`src/rtl/if_fetch_stage_if.sv`:
```
// IF stage bundle: pipeline control and redirect inputs, IF->ID bus, instruction SRAM
// request and status outputs.
interface if_fetch_stage_if #(
   parameter int unsigned STALL_W     = 6,
   parameter int unsigned IF_TO_ID_WD = 33,
   parameter int unsigned BR_WD       = 33
);
   logic [STALL_W-1:0]     stall;
   logic                   flush;
   logic [31:0]            new_pc;
   logic [BR_WD-1:0]       br_bus;
   logic [IF_TO_ID_WD-1:0] if_to_id_bus;
   logic                   inst_sram_en;
   logic [3:0]             inst_sram_wen;
   logic [31:0]            inst_sram_addr;
   logic [31:0]            inst_sram_wdata;
   logic                   fetch_adel;
   logic [31:0]            fetch_cnt;

   // Fetch stage side: consumes control/redirect, drives bus, SRAM request and status.
   modport master (
      input  stall, flush, new_pc, br_bus,
      output if_to_id_bus, inst_sram_en, inst_sram_wen, inst_sram_addr, inst_sram_wdata,
             fetch_adel, fetch_cnt
   );

   // Pipeline side: supplies control/redirect, observes the fetch stage.
   modport slave (
      output stall, flush, new_pc, br_bus,
      input  if_to_id_bus, inst_sram_en, inst_sram_wen, inst_sram_addr, inst_sram_wdata,
             fetch_adel, fetch_cnt
   );
endinterface

```
`src/rtl/if_fetch_stage.sv`:
```
// MIPS instruction-fetch stage: owns the PC, drives the instruction SRAM request and
// remembers a branch redirect that arrives while the PC is stalled.
module if_fetch_stage #(
   parameter logic [31:0] RESET_PC    = 32'hBFC0_0000,
   parameter int unsigned STALL_W     = 6,
   parameter int unsigned IF_TO_ID_WD = 33,
   parameter int unsigned BR_WD       = 33
) (
   input logic            i_clk,
   input logic            i_rst,
   if_fetch_stage_if.master bus
);

   logic [31:0] r_pc;
   logic        r_ce;
   logic        r_pend_v;
   logic [31:0] r_pend_addr;
   logic [31:0] r_fetch_cnt;

   logic        w_br_e;
   logic [31:0] w_br_addr;
   logic        w_stop;
   logic [31:0] w_next_pc;
   logic        w_adel;

   assign w_br_e    = bus.br_bus[BR_WD-1];
   assign w_br_addr = bus.br_bus[31:0];
   assign w_stop    = bus.stall[0];

   // Next sequential fetch address: live branch beats a remembered one beats pc+4.
   always_comb begin
      w_next_pc = r_pc + 32'd4;
      if (w_br_e) begin
         w_next_pc = w_br_addr;
      end else if (r_pend_v) begin
         w_next_pc = r_pend_addr;
      end
   end

   // PC, valid, pending-redirect and fetch-counter update: rst > flush > run > stall.
   always_ff @(posedge i_clk) begin
      if (i_rst) begin
         r_pc        <= RESET_PC - 32'd4;
         r_ce        <= 1'b0;
         r_pend_v    <= 1'b0;
         r_pend_addr <= 32'd0;
         r_fetch_cnt <= 32'd0;
      end else if (bus.flush) begin
         r_pc     <= bus.new_pc;
         r_ce     <= 1'b1;
         r_pend_v <= 1'b0;
      end else if (!w_stop) begin
         r_pc        <= w_next_pc;
         r_ce        <= 1'b1;
         r_pend_v    <= 1'b0;
         r_fetch_cnt <= r_fetch_cnt + {31'd0, r_ce};
      end else if (w_br_e) begin
         // Stalled: hold the PC but keep the redirect so it is not lost.
         r_pend_v    <= 1'b1;
         r_pend_addr <= w_br_addr;
      end
   end

   assign w_adel = r_ce & (r_pc[1:0] != 2'b00);

   // Registered-only outputs; a misaligned PC is still presented but not fetched.
   always_comb begin
      bus.if_to_id_bus    = {r_ce, r_pc};
      bus.inst_sram_en    = r_ce & ~w_adel;
      bus.inst_sram_wen   = 4'b0000;
      bus.inst_sram_addr  = r_pc;
      bus.inst_sram_wdata = 32'd0;
      bus.fetch_adel      = w_adel;
      bus.fetch_cnt       = r_fetch_cnt;
   end

endmodule
```
`src/flat_wrapper.sv`:
```
// flat-port wrapper written by rule: the top's interface ports become plain ports
module if_fetch_stage_flat 
#(
   parameter logic [31:0] RESET_PC    = 32'hBFC0_0000,
   parameter int unsigned STALL_W     = 6,
   parameter int unsigned IF_TO_ID_WD = 33,
   parameter int unsigned BR_WD       = 33
)
  (i_clk, i_rst, bus_stall, bus_flush, bus_new_pc, bus_br_bus, bus_if_to_id_bus, bus_inst_sram_en, bus_inst_sram_wen, bus_inst_sram_addr, bus_inst_sram_wdata, bus_fetch_adel, bus_fetch_cnt);
  if_fetch_stage_if #(.STALL_W(STALL_W), .IF_TO_ID_WD(IF_TO_ID_WD), .BR_WD(BR_WD)) bus_i ();
  input logic i_clk;
  input logic i_rst;
  input wire logic [$bits(bus_i.stall)-1:0] bus_stall;
  input wire logic [$bits(bus_i.flush)-1:0] bus_flush;
  input wire logic [$bits(bus_i.new_pc)-1:0] bus_new_pc;
  input wire logic [$bits(bus_i.br_bus)-1:0] bus_br_bus;
  output wire logic [$bits(bus_i.if_to_id_bus)-1:0] bus_if_to_id_bus;
  output wire logic [$bits(bus_i.inst_sram_en)-1:0] bus_inst_sram_en;
  output wire logic [$bits(bus_i.inst_sram_wen)-1:0] bus_inst_sram_wen;
  output wire logic [$bits(bus_i.inst_sram_addr)-1:0] bus_inst_sram_addr;
  output wire logic [$bits(bus_i.inst_sram_wdata)-1:0] bus_inst_sram_wdata;
  output wire logic [$bits(bus_i.fetch_adel)-1:0] bus_fetch_adel;
  output wire logic [$bits(bus_i.fetch_cnt)-1:0] bus_fetch_cnt;
  assign bus_i.stall = bus_stall;
  assign bus_i.flush = bus_flush;
  assign bus_i.new_pc = bus_new_pc;
  assign bus_i.br_bus = bus_br_bus;
  assign bus_if_to_id_bus = bus_i.if_to_id_bus;
  assign bus_inst_sram_en = bus_i.inst_sram_en;
  assign bus_inst_sram_wen = bus_i.inst_sram_wen;
  assign bus_inst_sram_addr = bus_i.inst_sram_addr;
  assign bus_inst_sram_wdata = bus_i.inst_sram_wdata;
  assign bus_fetch_adel = bus_i.fetch_adel;
  assign bus_fetch_cnt = bus_i.fetch_cnt;
  if_fetch_stage #(.RESET_PC(RESET_PC), .STALL_W(STALL_W), .IF_TO_ID_WD(IF_TO_ID_WD), .BR_WD(BR_WD)) u_core (.i_clk(i_clk), .i_rst(i_rst), .bus(bus_i));
endmodule
```
`config.mk`:
```
export PLATFORM = sky130hd
export DESIGN_NAME = if_fetch_stage_flat
export DESIGN_NICKNAME = d
export VERILOG_FILES = /design/src/rtl/if_fetch_stage_if.sv /design/src/rtl/if_fetch_stage.sv /design/src/flat_wrapper.sv
export SDC_FILE = /design/constraint.sdc
export NUM_CORES = 1
export LEC_CHECK = 0
export ABC_AREA = 1
export BUFFER_PORTS_ARGS = -buffer_cell sky130_fd_sc_hd__clkbuf_2
export CAP_MARGIN = 20
export CORE_MARGIN = 2
export CORE_UTILIZATION = 47
export CTS_CLUSTER_DIAMETER = 100
export DETAILED_ROUTE_END_ITERATION = 8
export GPL_TIMING_DRIVEN = 1
export PLACE_DENSITY = 0.8
export SLEW_MARGIN = 20
export SYNTH_ARGS = -nofsm -noshare
export SYNTH_HDL_FRONTEND = slang
export SYNTH_SLANG_ARGS = --single-unit
```
`constraint.sdc`:
```
create_clock -name i_clk -period 1.7 [get_ports i_clk]
set_clock_uncertainty 0.2 [all_clocks]
set_input_delay 0.255 -clock i_clk [delete_from_list [all_inputs] [get_ports i_clk]]
set_output_delay 0.255 -clock i_clk [all_outputs]
set_load 0.02 [all_outputs]
```
==> impl_results.md <==
- Status: finished, violations left
- Post-synth ARST share: 0%
- Hold crit path type: in -> reg
- Die height: 121.9 um
- Post-route clock period utilization: 104.0%
- Power per cell area: 697.8 nW/um^2
- Final nets: 1362
- Final Core Density: 65.44%
- Most frequent cells in the layout: nand2_1, clkbuf_2, buf_4
- Antenna diodes: 0
- Critical path capture point type: register
- CP Class: reg -> reg
- Compound-gate portion of the synthesized area: 14.86%
- CP max stage cell: dfxtp_2
- Crit path buffers/inverters: 2
- CTS root buf: clkbuf_16
- Final WL: 21500 um
- Tot Pwr: 6.265 mW
- DRC: 0
- All-Layer GR Usage: 27.36%
- Maxcap violations: 0
- CTS Buf Count: 9
- Drt first-iter violations: 796
- Endpoints failing hold: 0
- Global-route wire length before repair: 32360 um
- RSZ-0062 raised after global routing: true
- Register area share after synthesis: 30.03%
- Maximum level of the CTS H-tree: 3
- CP arrival: 1.83 ns
- Post-Syn Area: 6533 um^2
- XOR/XNOR Fraction of Synth Area: 0.2681%
- Antenna viol nets, final: 0
- Main combinational cell family by area after synthesis: simple AND/OR/NAND/NOR gates
- Pins over their slew limit: 0
- Worst vdd ir: 0.0005216 V
- Placed insts: 1417
- R2r setup slk: -0.07 ns
- Post-Synth Adder-Cell Area: 0.5746%
- CTS clk-pin slew, worst paths: 0.08 ns
- Yosys Warn Count: 0
- I/O pin cnt: 209
- Leading area contributor after synthesis: dfxtp_1
- GRT Residual Overflow: 0
- Initial cell density of the core: 47.62%
- Post-Synthesis Cells: 1033
- Area delta synth->final: 37.44%
- CP max stage delay: 0.37 ns
- Number of flops mapped to enable cells by yosys: 0
- Post-Syn Area per Cell: 6.324 um^2
- Vias in the first global route: 6843
- Clock tree from TritonCTS: done
- Worst Setup Slack, final: -0.06872 ns
- Final setup viols: 2
- Row count: 43
- Initial antenna violation count: 0
- CP Max Fanout: 4
- Commonest non-fill, non-tap cell in the layout: nand2_1
- Register bit total from synthesis: 98
- LEAKAGE: 4.363 nW
- Port bufs: 167
- Unique cell type count in the Yosys netlist: 45
- Detailed Routing Iterations Pass 1: 8
- Mux contribution to synthesized area: 0%
- Hold slack: 0.007539 ns
- Post-DR wirelength/cell: 14.63 um
- Dominant synthesized flop cell: dfxtp_1
- Req. time, crit path: 1.76 ns
- Core Area: 13720 um^2
- Post-DP HPWL: 15210 um
- Cell mode on critical path: nor2_1
- Clock latency on the worst-skew pair: 0.36 ns
- Startpoint types: register
- Fmax: 565.4 MHz
- Largest net degree at the start of global routing: 39
- # clock sinks: 98
- Failing checks: negative setup slack
- Post-Layout Cell Count: 1470
- Top cells by area, synth: dfxtp_1, nand2_1, buf_4
- Via density: 5.258
- CP top delay family: simple AND/OR/NAND/NOR gates
- Worst path cell trace: inv_1 -> nor3_4 -> inv_2 -> nor2_1 -> nand4_1 -> nor2_1 -> nand2_1 -> nand2_1 -> nor2_1
- Die Wd: 121.9 um
- CTS Buffer Depth: 2
- Die area: 14860 um^2
- Via count: 7729
- Area share of the largest cell type after synthesis: 30.03%
- Post-Synth Simple-Gate Area: 36.68%
- Gpl congestion: 0.9108
- Minimum clock period: 1.769 ns
- Layout cell share with drive strength beyond 1: 35.35%
[state kept, by name, indices dropped and copies added, names as in the netlist]
| register | flops |
|---|---|
| u_core.bus.inst_sram_addr | 32 |
| u_core.r_pend_addr | 32 |
| u_core.bus.fetch_cnt | 32 |
| u_core.r_pend_v | 1 |
| u_core.r_ce | 1 |
[layout make-up]
| class | count | area [um^2] |
|---|---|---|
| clock buffer | 9 | 225.2 |
| clock inverter | 7 | 57.56 |
| fill | 1133 | 4741 |
| inverter | 119 | 451.7 |
| multi-input combinational | 744 | 3899 |
| sequential | 98 | 2022 |
| tap | 180 | 225.2 |
| timing repair buffer | 313 | 2098 |
[report_power, final]
| part | internal [mW] | total, mW | switching [mW] |
|---|---|---|---|
| clock network | 1.02 | 2.01 | 0.994 |
| registers | 2.40 | 2.51 | 0.105 |
| logic | 0.662 | 1.75 | 1.08 |
| total | 4.08 | 6.27 | 2.18 |
[cell families (layout without fill, tap and decap cells)]
logic type               after synthesis  in the layout
AND/OR/NAND/NOR                      530            530
buffers and inverters                226            448
AO/OA/AOI/OAI                        173            173
flip-flops                            98             98
adder cells (fa/ha/maj)                3              3
XOR/XNOR                               2              2
other                                  1             36
[through the flow]
step | instance area [um^2] | worst slack (ns) | TNS, ns
after floorplan | 6699 | 0.008385 | 0
after global placement | 7955 | -0.01949 | -0.03055
after detailed placement | 7955 | -0.03846 | -0.2199
after CTS | 8552 | -0.02772 | -0.02772
after global routing | 8979 | -0.1295 | -1.703
final | 8979 | -0.06872 | -0.1098
[path summary, 6_finish.rpt]
check,from,endpoint,cells past startpoint
worst max-delay path,u_core.bus.fetch_cnt[8]$_SDFFE_PP0P_,u_core.bus.fetch_cnt[29]$_SDFFE_PP0P_,9
worst max register to register,u_core.bus.fetch_cnt[8]$_SDFFE_PP0P_,u_core.bus.fetch_cnt[29]$_SDFFE_PP0P_,9
worst min-delay path,bus_br_bus[2],u_core.r_pend_addr[2]$_SDFFE_PP0P_,3
worst min register to register,u_core.r_pend_addr[26]$_SDFFE_PP0P_,u_core.r_pend_addr[26]$_SDFFE_PP0P_,2
[routing by layer]
metal	vias to the layer above	track usage, %	wire length (um)
met3	66	6.039	1820
met1	3534	34.99	8640
met4	0	9.555	667
met2	410	45.46	10370
li1	3719	-	-
met5	-	0	0
[cells in the mapped netlist (2+ instances only)]
library cell / n
o21ai_2: 2
nand3_1: 81
buf_6: 2
dfxtp_1: 98
nor2_1: 104
inv_1: 105
a31oi_1: 4
a22oi_1: 2
nand3b_1: 5
nand2_2: 6
a21oi_1: 63
o21ai_0: 55
o21bai_1: 5
nand2_1: 267
nor2_2: 12
buf_4: 70
buf_2: 14
o211ai_1: 5
nor3_1: 13
clkbuf_1: 19
nand4_1: 12
inv_2: 14
nor3_2: 6
or2_2: 5
a221oi_1: 5
o21ai_1: 20
a21boi_0: 2
nand3_2: 3
nor2_4: 9
xor2_1: 2
o21bai_2: 2
ha_1: 3
a211oi_1: 6
[repair_timing]
action | in CTS | in global routing
setup buffers | 0 | 7
setup endpoints to repair | 11 | 47
hold buffers | 30 | 0
pin swaps | 1 | 20
gates cloned | 0 | 0
hold endpoints to repair | 29 | 0
gates resized for setup | 3 | 135
[worst min-delay path, cell delays in order]
cell and delay, ns:
clkbuf_2 0.09, o21ai_0 0.08, a21oi_1 0.11
Power figures use the tool's default switching activity.
